[config.mk]
export PLATFORM = sky130hd
export DESIGN_NAME = mem_stage_lsu
export DESIGN_NICKNAME = d
export VERILOG_FILES = /design/src/rtl/mem_pkg.sv /design/src/rtl/mem_stage_lsu_align.sv /design/src/rtl/mem_stage_lsu.sv
export SDC_FILE = /design/constraint.sdc
export NUM_CORES = 1
export LEC_CHECK = 0
export CAP_MARGIN = 0
export CORE_MARGIN = 2
export CORE_UTILIZATION = 32
export DETAILED_ROUTE_END_ITERATION = 12
export PLACE_DENSITY = 0.78
export SETUP_SLACK_MARGIN = 0.1
export SLEW_MARGIN = 15
export SYNTH_ARGS = -nofsm -noshare
export SYNTH_HDL_FRONTEND = slang
export SYNTH_SLANG_ARGS = --single-unit
[constraint.sdc]
create_clock -name i_clk -period 2.9 [get_ports i_clk]
set_input_delay 0.435 -clock i_clk [delete_from_list [all_inputs] [get_ports i_clk]]
set_output_delay 0.435 -clock i_clk [all_outputs]
set_load 0.1 [all_outputs]
[src/rtl/mem_pkg.sv]
// Shared types for the memory stage: access sizes, trap codes and FSM states.
package mem_pkg;

    typedef enum logic [1:0] {
        SZ_BYTE  = 2'd0,
        SZ_HALF  = 2'd1,
        SZ_WORD  = 2'd2,
        SZ_DWORD = 2'd3
    } size_e;

    typedef enum logic [1:0] {
        TRAP_NONE     = 2'd0,
        TRAP_MISALIGN = 2'd1,
        TRAP_BUSERR   = 2'd2
    } trap_e;

    typedef enum logic {
        ST_IDLE = 1'b0,
        ST_WAIT = 1'b1
    } state_e;

endpackage

[src/rtl/mem_stage_lsu_align.sv]
// Purely combinational data-path helper for the memory stage: alignment check,
// byte-lane enables, store-data replication and load extraction/extension.
module lsu_align
    import mem_pkg::*;
#(
    parameter int XLEN  = 32,
    parameter int OFF_W = $clog2(XLEN / 8)
) (
    input  size_e             size_i,
    input  logic              rdu_i,
    input  logic [OFF_W-1:0]  offset_i,
    input  logic [XLEN-1:0]   wdata_i,
    input  logic [XLEN-1:0]   rdata_i,
    output logic              misaligned_o,
    output logic [XLEN/8-1:0] be_o,
    output logic [XLEN-1:0]   wdata_o,
    output logic [XLEN-1:0]   load_o
);

    logic [XLEN/8-1:0] lane_mask;
    logic [XLEN-1:0]   shifted;
    logic [XLEN-1:0]   bit_mask;
    logic              sign_bit;

    // Per-size alignment, lane mask, store replication and load sign bit.
    always_comb begin
        misaligned_o = 1'b0;
        lane_mask    = '1;
        wdata_o      = wdata_i;
        bit_mask     = '1;
        sign_bit     = 1'b0;
        shifted      = rdata_i >> {offset_i, 3'b000};
        case (size_i)
            SZ_BYTE: begin
                lane_mask = (XLEN/8)'(1'b1);
                wdata_o   = {(XLEN/8){wdata_i[7:0]}};
                bit_mask  = XLEN'(8'hFF);
                sign_bit  = shifted[7];
            end
            SZ_HALF: begin
                misaligned_o = offset_i[0];
                lane_mask    = (XLEN/8)'(2'b11);
                wdata_o      = {(XLEN/16){wdata_i[15:0]}};
                bit_mask     = XLEN'(16'hFFFF);
                sign_bit     = shifted[15];
            end
            SZ_WORD: begin
                misaligned_o = |offset_i[1:0];
                lane_mask    = (XLEN/8)'(4'hF);
                wdata_o      = {(XLEN/32){wdata_i[31:0]}};
                bit_mask     = XLEN'(32'hFFFF_FFFF);
                sign_bit     = shifted[31];
            end
            SZ_DWORD: begin
                // A doubleword cannot be expressed on a 32-bit bus at all.
                misaligned_o = (XLEN == 32) ? 1'b1 : (|offset_i);
            end
        endcase
    end

    // Full-width accesses have an all-ones mask, so extension is a no-op there.
    always_comb begin
        be_o   = lane_mask << offset_i;
        load_o = (shifted & bit_mask) | ((sign_bit & ~rdu_i) ? ~bit_mask : '0);
    end

endmodule

[src/rtl/mem_stage_lsu.sv]
// Memory stage: issues one data-memory transaction at a time, stalls upstream
// while it is outstanding, and registers the writeback payload.
//
//   state   | meaning
//   --------+-----------------------------------------------------------
//   ST_IDLE | no transaction outstanding; memory ops request this cycle
//   ST_WAIT | request outstanding, waiting for ack or timeout
module mem_stage_lsu
    import mem_pkg::*;
#(
    parameter int XLEN    = 32,
    parameter int RD_W    = 6,
    parameter int TIMEOUT = 16
) (
    input  logic              i_clk,
    input  logic              i_rst,
    input  logic              i_exec_mem_valid,
    input  logic [RD_W-1:0]   i_exec_mem_rd,
    input  logic              i_exec_mem_writeback,
    input  logic              i_exec_mem_link,
    input  logic [XLEN-1:0]   i_exec_mem_link_addr,
    input  logic              i_exec_mem_mem_r,
    input  logic              i_exec_mem_mem_w,
    input  logic              i_exec_mem_mem_rdu,
    input  logic [1:0]        i_exec_mem_mem_size,
    input  logic [XLEN-1:0]   i_exec_mem_alu_result,
    input  logic [XLEN-1:0]   i_exec_mem_mem_wdata,
    output logic              o_dmem_req,
    output logic              o_dmem_we,
    output logic [XLEN-1:0]   o_dmem_addr,
    output logic [XLEN/8-1:0] o_dmem_be,
    output logic [XLEN-1:0]   o_dmem_wdata,
    input  logic              i_dmem_ack,
    input  logic [XLEN-1:0]   i_dmem_rdata,
    output logic              o_mem_stall,
    output logic              o_mem_wb_valid,
    output logic              o_mem_wb_writeback,
    output logic [RD_W-1:0]   o_mem_wb_rd,
    output logic [XLEN-1:0]   o_mem_wb_data,
    output logic [1:0]        o_mem_wb_trap
);

    localparam int BE_W  = XLEN / 8;
    localparam int OFF_W = $clog2(BE_W);
    localparam int CNT_W = $clog2(TIMEOUT + 1);

    state_e             state_q, state_d;
    logic [CNT_W-1:0]   cnt_q, cnt_d;

    logic               wb_valid_q, wb_valid_d;
    logic               wb_writeback_q, wb_writeback_d;
    logic [RD_W-1:0]    wb_rd_q, wb_rd_d;
    logic [XLEN-1:0]    wb_data_q, wb_data_d;
    trap_e              wb_trap_q, wb_trap_d;

    logic               is_mem;
    logic               misaligned;
    logic [BE_W-1:0]    be;
    logic [XLEN-1:0]    wdata_rep;
    logic [XLEN-1:0]    load_data;
    logic               req;
    logic               stall;
    logic               done;
    logic               req_out;

    assign is_mem = i_exec_mem_valid & (i_exec_mem_mem_r | i_exec_mem_mem_w);

    lsu_align #(
        .XLEN (XLEN)
    ) u_align (
        .size_i       (size_e'(i_exec_mem_mem_size)),
        .rdu_i        (i_exec_mem_mem_rdu),
        .offset_i     (i_exec_mem_alu_result[OFF_W-1:0]),
        .wdata_i      (i_exec_mem_mem_wdata),
        .rdata_i      (i_dmem_rdata),
        .misaligned_o (misaligned),
        .be_o         (be),
        .wdata_o      (wdata_rep),
        .load_o       (load_data)
    );

    // Next-state, request/stall and writeback payload selection.
    always_comb begin
        state_d        = state_q;
        cnt_d          = cnt_q;
        req            = 1'b0;
        stall          = 1'b0;
        done           = 1'b0;
        wb_valid_d     = 1'b0;
        wb_writeback_d = 1'b0;
        wb_rd_d        = '0;
        wb_data_d      = '0;
        wb_trap_d      = TRAP_NONE;
        case (state_q)
            ST_IDLE: begin
                if (!is_mem) begin
                    wb_valid_d     = i_exec_mem_valid;
                    wb_writeback_d = i_exec_mem_writeback;
                    wb_rd_d        = i_exec_mem_rd;
                    wb_data_d      = i_exec_mem_link ? i_exec_mem_link_addr
                                                     : i_exec_mem_alu_result;
                end else if (misaligned) begin
                    wb_valid_d = 1'b1;
                    wb_rd_d    = i_exec_mem_rd;
                    wb_data_d  = i_exec_mem_alu_result;
                    wb_trap_d  = TRAP_MISALIGN;
                end else begin
                    req = 1'b1;
                    if (i_dmem_ack) begin
                        done = 1'b1;
                    end else begin
                        stall   = 1'b1;
                        state_d = ST_WAIT;
                        cnt_d   = CNT_W'(1);
                    end
                end
            end
            ST_WAIT: begin
                req = 1'b1;
                if (i_dmem_ack) begin
                    done    = 1'b1;
                    state_d = ST_IDLE;
                    cnt_d   = '0;
                end else if (cnt_q >= CNT_W'(TIMEOUT - 1)) begin
                    req        = 1'b0;
                    wb_valid_d = 1'b1;
                    wb_rd_d    = i_exec_mem_rd;
                    wb_data_d  = i_exec_mem_alu_result;
                    wb_trap_d  = TRAP_BUSERR;
                    state_d    = ST_IDLE;
                    cnt_d      = '0;
                end else begin
                    stall = 1'b1;
                    cnt_d = cnt_q + CNT_W'(1);
                end
            end
            default: state_d = ST_IDLE;
        endcase
        // Stores complete with writeback suppressed; loads honour the rd enable.
        if (done) begin
            wb_valid_d     = 1'b1;
            wb_writeback_d = i_exec_mem_mem_r & ~i_exec_mem_mem_w & i_exec_mem_writeback;
            wb_rd_d        = i_exec_mem_rd;
            wb_data_d      = load_data;
        end
    end

    // FSM state and timeout counter.
    always_ff @(posedge i_clk or posedge i_rst) begin
        if (i_rst) begin
            state_q <= ST_IDLE;
            cnt_q   <= '0;
        end else begin
            state_q <= state_d;
            cnt_q   <= cnt_d;
        end
    end

    // Writeback payload register toward the writeback stage.
    always_ff @(posedge i_clk or posedge i_rst) begin
        if (i_rst) begin
            wb_valid_q     <= 1'b0;
            wb_writeback_q <= 1'b0;
            wb_rd_q        <= '0;
            wb_data_q      <= '0;
            wb_trap_q      <= TRAP_NONE;
        end else begin
            wb_valid_q     <= wb_valid_d;
            wb_writeback_q <= wb_writeback_d;
            wb_rd_q        <= wb_rd_d;
            wb_data_q      <= wb_data_d;
            wb_trap_q      <= wb_trap_d;
        end
    end

    // The idle state can request combinationally from live inputs, so reset
    // also masks the bus and stall outputs directly.
    assign req_out      = req & ~i_rst;
    assign o_dmem_req   = req_out;
    assign o_dmem_we    = req_out & i_exec_mem_mem_w;
    assign o_dmem_addr  = req_out ? {i_exec_mem_alu_result[XLEN-1:OFF_W], {OFF_W{1'b0}}} : '0;
    assign o_dmem_be    = req_out ? be : '0;
    assign o_dmem_wdata = req_out ? wdata_rep : '0;
    assign o_mem_stall  = stall & ~i_rst;

    assign o_mem_wb_valid     = wb_valid_q;
    assign o_mem_wb_writeback = wb_writeback_q;
    assign o_mem_wb_rd        = wb_rd_q;
    assign o_mem_wb_data      = wb_data_q;
    assign o_mem_wb_trap      = wb_trap_q;

endmodule

# Word level (Yosys, flattened, before mapping)

Index checks and enable logic that the tools add are counted.

$add $sub $neg: 1
Order comparisons: 1
Equal/unequal tests: 6
Shift-type cells: 2
Muxes and demuxes: 56
Bitwise logic cells: 15
Reductions and logical operators: 3

Operator list:

| kind                                                                                | number |
|---|---|
| 32-bit two-way mux                                                                  | 9 |
| 32-bit one-hot mux with 2 select lines                                              | 3 |
| 32-bit bitwise AND                                                                  | 1 |
| 32-bit NOT                                                                          | 1 |
| 32-bit bitwise OR                                                                   | 1 |
| 32-bit by 5-bit >> shifter with 32-bit output                                       | 1 |
| 6-bit two-way mux                                                                   | 5 |
| 5-bit two-way mux                                                                   | 5 |
| 1-bit two-way mux                                                                   | 21 |
| 6-bit one-hot mux with 2 select lines                                               | 1 |
| 5-bit one-hot mux with 2 select lines                                               | 1 |
| 1-bit one-hot mux with 2 select lines                                               | 4 |
| 4-bit one-hot mux with 2 select lines                                               | 1 |
| 1-bit bitwise AND                                                                   | 7 |
| 2-bit != test, second input constant                                                | 3 |
| 1-bit one-hot mux with 3 select lines                                               | 2 |
| 5-bit by 1-bit adder with 5-bit output, second input constant                       | 1 |
| 5-bit by 4-bit greater-or-equal comparator with 1-bit output, second input constant | 1 |
| 2-bit == test, second input constant                                                | 2 |
| 2-bit two-way mux                                                                   | 2 |
| 4-bit two-way mux                                                                   | 1 |
| 1-bit NOT                                                                           | 4 |
| 2-bit one-hot mux with 2 select lines                                               | 1 |
| 4-bit by 2-bit left shift with 4-bit output                                         | 1 |
| other kinds (5)                                                                     | 5 |

Register bits after elaboration: 48
Bits of input ports: 145
Output and inout bits: 113
Word-level logic and storage cells: 91

# Longest topological paths before layout

Word-level depth: 7
Depth in mapped cells: 10
Depth with buffers taken out: 9

# By module

A second synthesis with hierarchy kept.

Cells, all modules: 431
Area total of the unflattened synthesis: 3986.3 um2

By module, submodules not included:

| module        | times used | cells each | area an instance (um2) | seq. area each (um2) |
|---|---|---|---|---|
| mem_stage_lsu | 1          | 248        | 2672.6                 | 1201.2 |
| lsu_align     | 1          | 183        | 1313.8                 | 0.0 |

# Least setup slack after synthesis

No wires, ideal clock.

Path type: input -> output
Start point: input i_rst
End point: output o_dmem_be[0]
Data arrival time: 4024 ps
Data required time: 2465 ps
Path slack: -1559 ps
Stages: 3
Path buffers: 0
Cell sequence: inv_1 -> nand4_2 -> nor3_1

Longest elaborated chain between the ends: 3

Ends and longest elaborated chain:

| what               | line                 | source |
|---|---|---|
| start: declaration | mem_stage_lsu.sv:16  | `input logic i_rst,` |
| 1-bit NOT          | mem_stage_lsu.sv:178 | `assign req_out = req & ~i_rst;` |
| 1-bit bitwise AND  | mem_stage_lsu.sv:178 |  |
| 4-bit two-way mux  | mem_stage_lsu.sv:182 | `assign o_dmem_be = req_out ? be : '0;` |
| end: declaration   | mem_stage_lsu.sv:31  | `output logic [XLEN/8-1:0] o_dmem_be,` |

No other way between the ends.

# Worst setup path in the final report

Start point: register cnt_q[0]
End point: output o_dmem_be[0]

Longest elaborated chain between the ends: 6

Ends and longest elaborated chain:

| what                                                         | line                 | source |
|---|---|---|
| start: declaration                                           | mem_stage_lsu.sv:48  | `logic [CNT_W-1:0] cnt_q, cnt_d;` |
| start signal: assignment                                     | mem_stage_lsu.sv:155 | `cnt_q <= cnt_d;` |
| 5-bit by 4-bit greater-or-equal comparator with 1-bit output | mem_stage_lsu.sv:124 | `end else if (cnt_q >= CNT_W'(TIMEOUT - 1)) begin` |
| 1-bit two-way mux                                            | mem_stage_lsu.sv:124 |  |
| 1-bit two-way mux                                            | mem_stage_lsu.sv:120 | `if (i_dmem_ack) begin` |
| 1-bit one-hot mux with 2 select lines                        | mem_stage_lsu.sv:94  | `case (state_q)` |
| 1-bit bitwise AND                                            | mem_stage_lsu.sv:178 |  |
| 4-bit two-way mux                                            | mem_stage_lsu.sv:182 |  |

No other way between the ends.

==> reports/results.md <==
| Quantity | This run | Unit |
|:---|:---|:---|
| Core Util, Final | 69.4 | % |
| Number of DRC markers after the initial detailed-route iteration | 203 | - |
| Core region area | 0.0110 | sq mm |
| Count of inserted antenna diode cells | 0 | - |
| Worst-case headroom to the max-slew limit | 36.3 | % |
| Crit Path Category | reg -> out | - |
| Biggest fanout along the worst timing path | 7 | - |
| Run status | completed | - |
| Clock-pin slew reported for the worst setup and hold paths after clock tree synthesis | 70 | ps |
| Standby leakage power | 3.17 | nW |
| Routed via count | 4466 | - |
| Measured slew at the worst slew-check pin | 955 | ps |
| Total net switching power | 1.64 | mW |
| Predominant post-synthesis flop cell | sky130_fd_sc_hd__dfrtp_1 | - |
| Max VDD drop | 0.357 | mV |
| Vias in the first global route | 4841 | - |
| Top achievable clock speed | 353 | MHz |
| Initial core utilization | 33.2 | % |
| Fraction of synthesis flops using an asynchronous set or reset pin | 100 | % |
| Total met2 wirelength after detailed routing | 9.07 | mm |
| Sum of internal, switching and leakage power | 3.55 | mW |
| Critical Path Start Type | flop | - |
| Most common cell after layout, fill and taps aside | sky130_fd_sc_hd__clkdlybuf4s50_1 | - |
| Antenna violation net count after detailed routing | 0 | - |
| Kind of end point of the critical path | primary output | - |
| Number of H-tree branching levels | 2 | - |
| Critical path data arrival time | 2400 | ps |
| Combined area of all synthesized cells | 0.00364 | sq mm |
| Max Cap Viol | 0 | - |
| Routed met1 length | 6.33 | mm |
| Internal power component | 1.91 | mW |
| Post-Route Skew | 6.60 | ps |
| Last weighted congestion value of the routability-driven placer | 0.934 | - |
| Tcrit/Tclk final | 97.8 | % |
| Share of power burned in the clock network | 20.8 | % |
| X dimension of the die | 111 | microns |
| Share of post-route cells with drive strength above 1 | 39.8 | % |
| CTS Buffer Depth | 2 | - |
| Count of yosys warnings during synthesis | 0 | - |
| Number of standard cells in the layout, taps in and fillers out | 823 | - |
| Data required time at the worst endpoint | 2470 | ps |
| DPL Wire Length | 12.9 | mm |
| Overall die height | 111 | microns |
| Pin count of the biggest net entering global routing | 50 | - |
| Most used cells in the layout excluding fill and tap cells | sky130_fd_sc_hd__clkdlybuf4s50_1, sky130_fd_sc_hd__buf_12, sky130_fd_sc_hd__buf_4, sky130_fd_sc_hd__nand2_1, sky130_fd_sc_hd__dfrtp_1 | - |
| Mean number of vias per cell | 5.43 | - |
| Period minus WS final | 2840 | ps |
| Total Nets Final | 830 | - |
| Gate count of the mapped netlist | 424 | - |
| Number of hold violations in the final report | 0 | - |
| CTS tree | yes | - |
| Global-route wire length before repair | 26.2 | mm |
| Met3 wire length | 1.18 | mm |
| Combinational cell fraction of total power | 56.8 | % |
| Die area | 0.0123 | sq mm |
| Clock Latency Late Sink | 290 | ps |
| Proportion of total power due to net switching | 46.2 | % |
| # IOs | 258 | - |
| Path category of the worst min-delay check | reg -> reg | - |
| DRC | 0 | - |
| Synthesized area per cell | 8.59 | sq um |
| GRT Total Usage | 26.7 | % |
| Power density of the placed cells | 466 | mW/mm^2 |
| Wire per inst | 21.0 | microns |
| Fraction of power consumed by sequential logic | 22.4 | % |
| Row cnt | 38 | - |
| TritonCTS Sinks | 48 | - |
| Unrepaired setup endpoints after global routing | yes | - |
| Setup Viol. Count Final | 0 | - |
| Antenna violations before repair | 0 | - |
| Drt first pass iters | 5 | - |
| Top Layer Used | met4 | - |
| Register bit count reported by yosys | 48 | - |
| Setup_tns | 0 | ps |
| Number of cells after detailed placement | 802 | - |
| Total CTS buffers | 5 | - |
| Number of max-slew violations in the final report | 0 | - |
| Filler cells | 818 | - |
| Post-synthesis cell type count | 42 | - |
| Hold-fix buffers, CTS | 0 | - |
| Area grow syn2layout | 109 | % |
| Aggregate routed wire length | 17.3 | mm |
| Clk Tree Root Cell | sky130_fd_sc_hd__clkbuf_16 | - |
| Number of flops mapped to enable cells by yosys | 0 | - |
| Total grt overflow | 0 | - |
| Number of port buffers | 255 | - |
| Seq/Total Area, Yosys | 33.0 | % |
-- final timing paths --
kind | start | depth (start not counted) | to | slack [ps]
setup reg to reg | cnt_q[0] | 12 | o_mem_wb_data[15] | 440
max in group asynchronous | i_rst | 3 | o_mem_wb_data[14] | 1680
hold / removal | cnt_q[3] | 2 | cnt_q[3] | 610
setup / recovery | cnt_q[0] | 10 | o_dmem_be[0] | 60
min in group asynchronous | i_rst | 3 | o_mem_wb_data[25] | 790
hold reg to reg | cnt_q[3] | 2 | cnt_q[3] | 610
-- state kept, by name (all words and copies together) (netlist names) --
| register | count |
|---|---|
| o_mem_wb_data | 32 |
| o_mem_wb_rd | 6 |
| cnt_q | 5 |
| o_mem_wb_trap | 2 |
| o_mem_wb_valid | 1 |
| o_mem_wb_writeback | 1 |
| state_q | 1 |
-- kinds of logic after synthesis --
logic type                 count (synthesis)  synth area share, %
buffers and inverters                     47                 6.91
DFF                                       48                 33.0
adders and majority gates                  2                0.687
muxes                                     41                 11.6
and+or+nand+nor                          163                 21.4
AOI/OAI and AO/OA                        122                 26.3
other                                      1                0.103
-- what timing repair did --
item | CTS | global route
endpoints found under the setup margin | 48 | 68
setup buffers | 4 | 8
gates resized for setup | 9 | 8
pin swaps | 3 | 6
cloned | 2 | 1
-- cell type report --
type / instances / area, sq um / area share (%)
Inverter: 8 / 46.3 / 0.608
Timing Repair Buffer: 289 / 3460 / 45.5
Sequential cell: 48 / 1200 / 15.8
Clock inverter: 2 / 60.1 / 0.788
Multi-Input combinational cell: 330 / 2530 / 33.2
Tap cell: 140 / 175 / 2.30
Timing Repair inverter: 1 / 16.3 / 0.213
Clock buffer: 5 / 125 / 1.64
-- metal layers --
| metal | vias up | track usage (%) |
|---|---|---|
| met5 | - | 0 |
| met4 | 0 | 10.6 |
| met3 | 45 | 5.80 |
| met2 | 256 | 49.4 |
| met1 | 2155 | 29.6 |
| li1 | 2010 | - |
-- worst max-delay path: stages (launching register included) --
cell,delay [ps]
sky130_fd_sc_hd__dfrtp_1,400
sky130_fd_sc_hd__ha_2,190
sky130_fd_sc_hd__and3_4,190
sky130_fd_sc_hd__ha_4,170
sky130_fd_sc_hd__nor2_4,120
sky130_fd_sc_hd__a21bo_2,180
sky130_fd_sc_hd__nand4_4,110
sky130_fd_sc_hd__buf_12,180
sky130_fd_sc_hd__buf_16,140
sky130_fd_sc_hd__nor3_4,220
sky130_fd_sc_hd__buf_12,200
-- power by group through the flow --
stage	registers, mW	logic, mW	clock network (mW)
after detailed placement	0.805	1.95	0
after floorplan	1.37	0.721	0
after CTS	0.792	1.99	0.744
after global routing	0.801	2.08	0.771
final	0.793	2.02	0.738
after global placement	0.798	1.93	0
-- cell usage after synthesis (all sizes together) (4+ instances only) --
cell type / n / area, sq um
a22oi: 5 / 37.5
a21oi: 52 / 268
dfrtp: 48 / 1200
mux2: 9 / 101
o21ai: 22 / 110
nand3: 4 / 20.0
inv: 8 / 30.0
nor2: 44 / 165
buf: 23 / 161
a221oi: 28 / 408
nand2: 52 / 195
mux2i: 32 / 320
nor2b: 10 / 62.6
and2: 41 / 257
clkbuf: 16 / 60.1
-- stage by stage --
step           setup WS (ps)  hold WS (ps)  cell area, sq um
2_1_floorplan           41.5           469              3950
3_3_place_gp            5.71           495              7210
3_5_place_dp           -63.4           519              7210
4_1_cts                 78.9           552              7510
5_1_grt                -2.03           627              7620
6_report                63.8           610              7620
No activity file was read; power rests on OpenSTA's default activity.
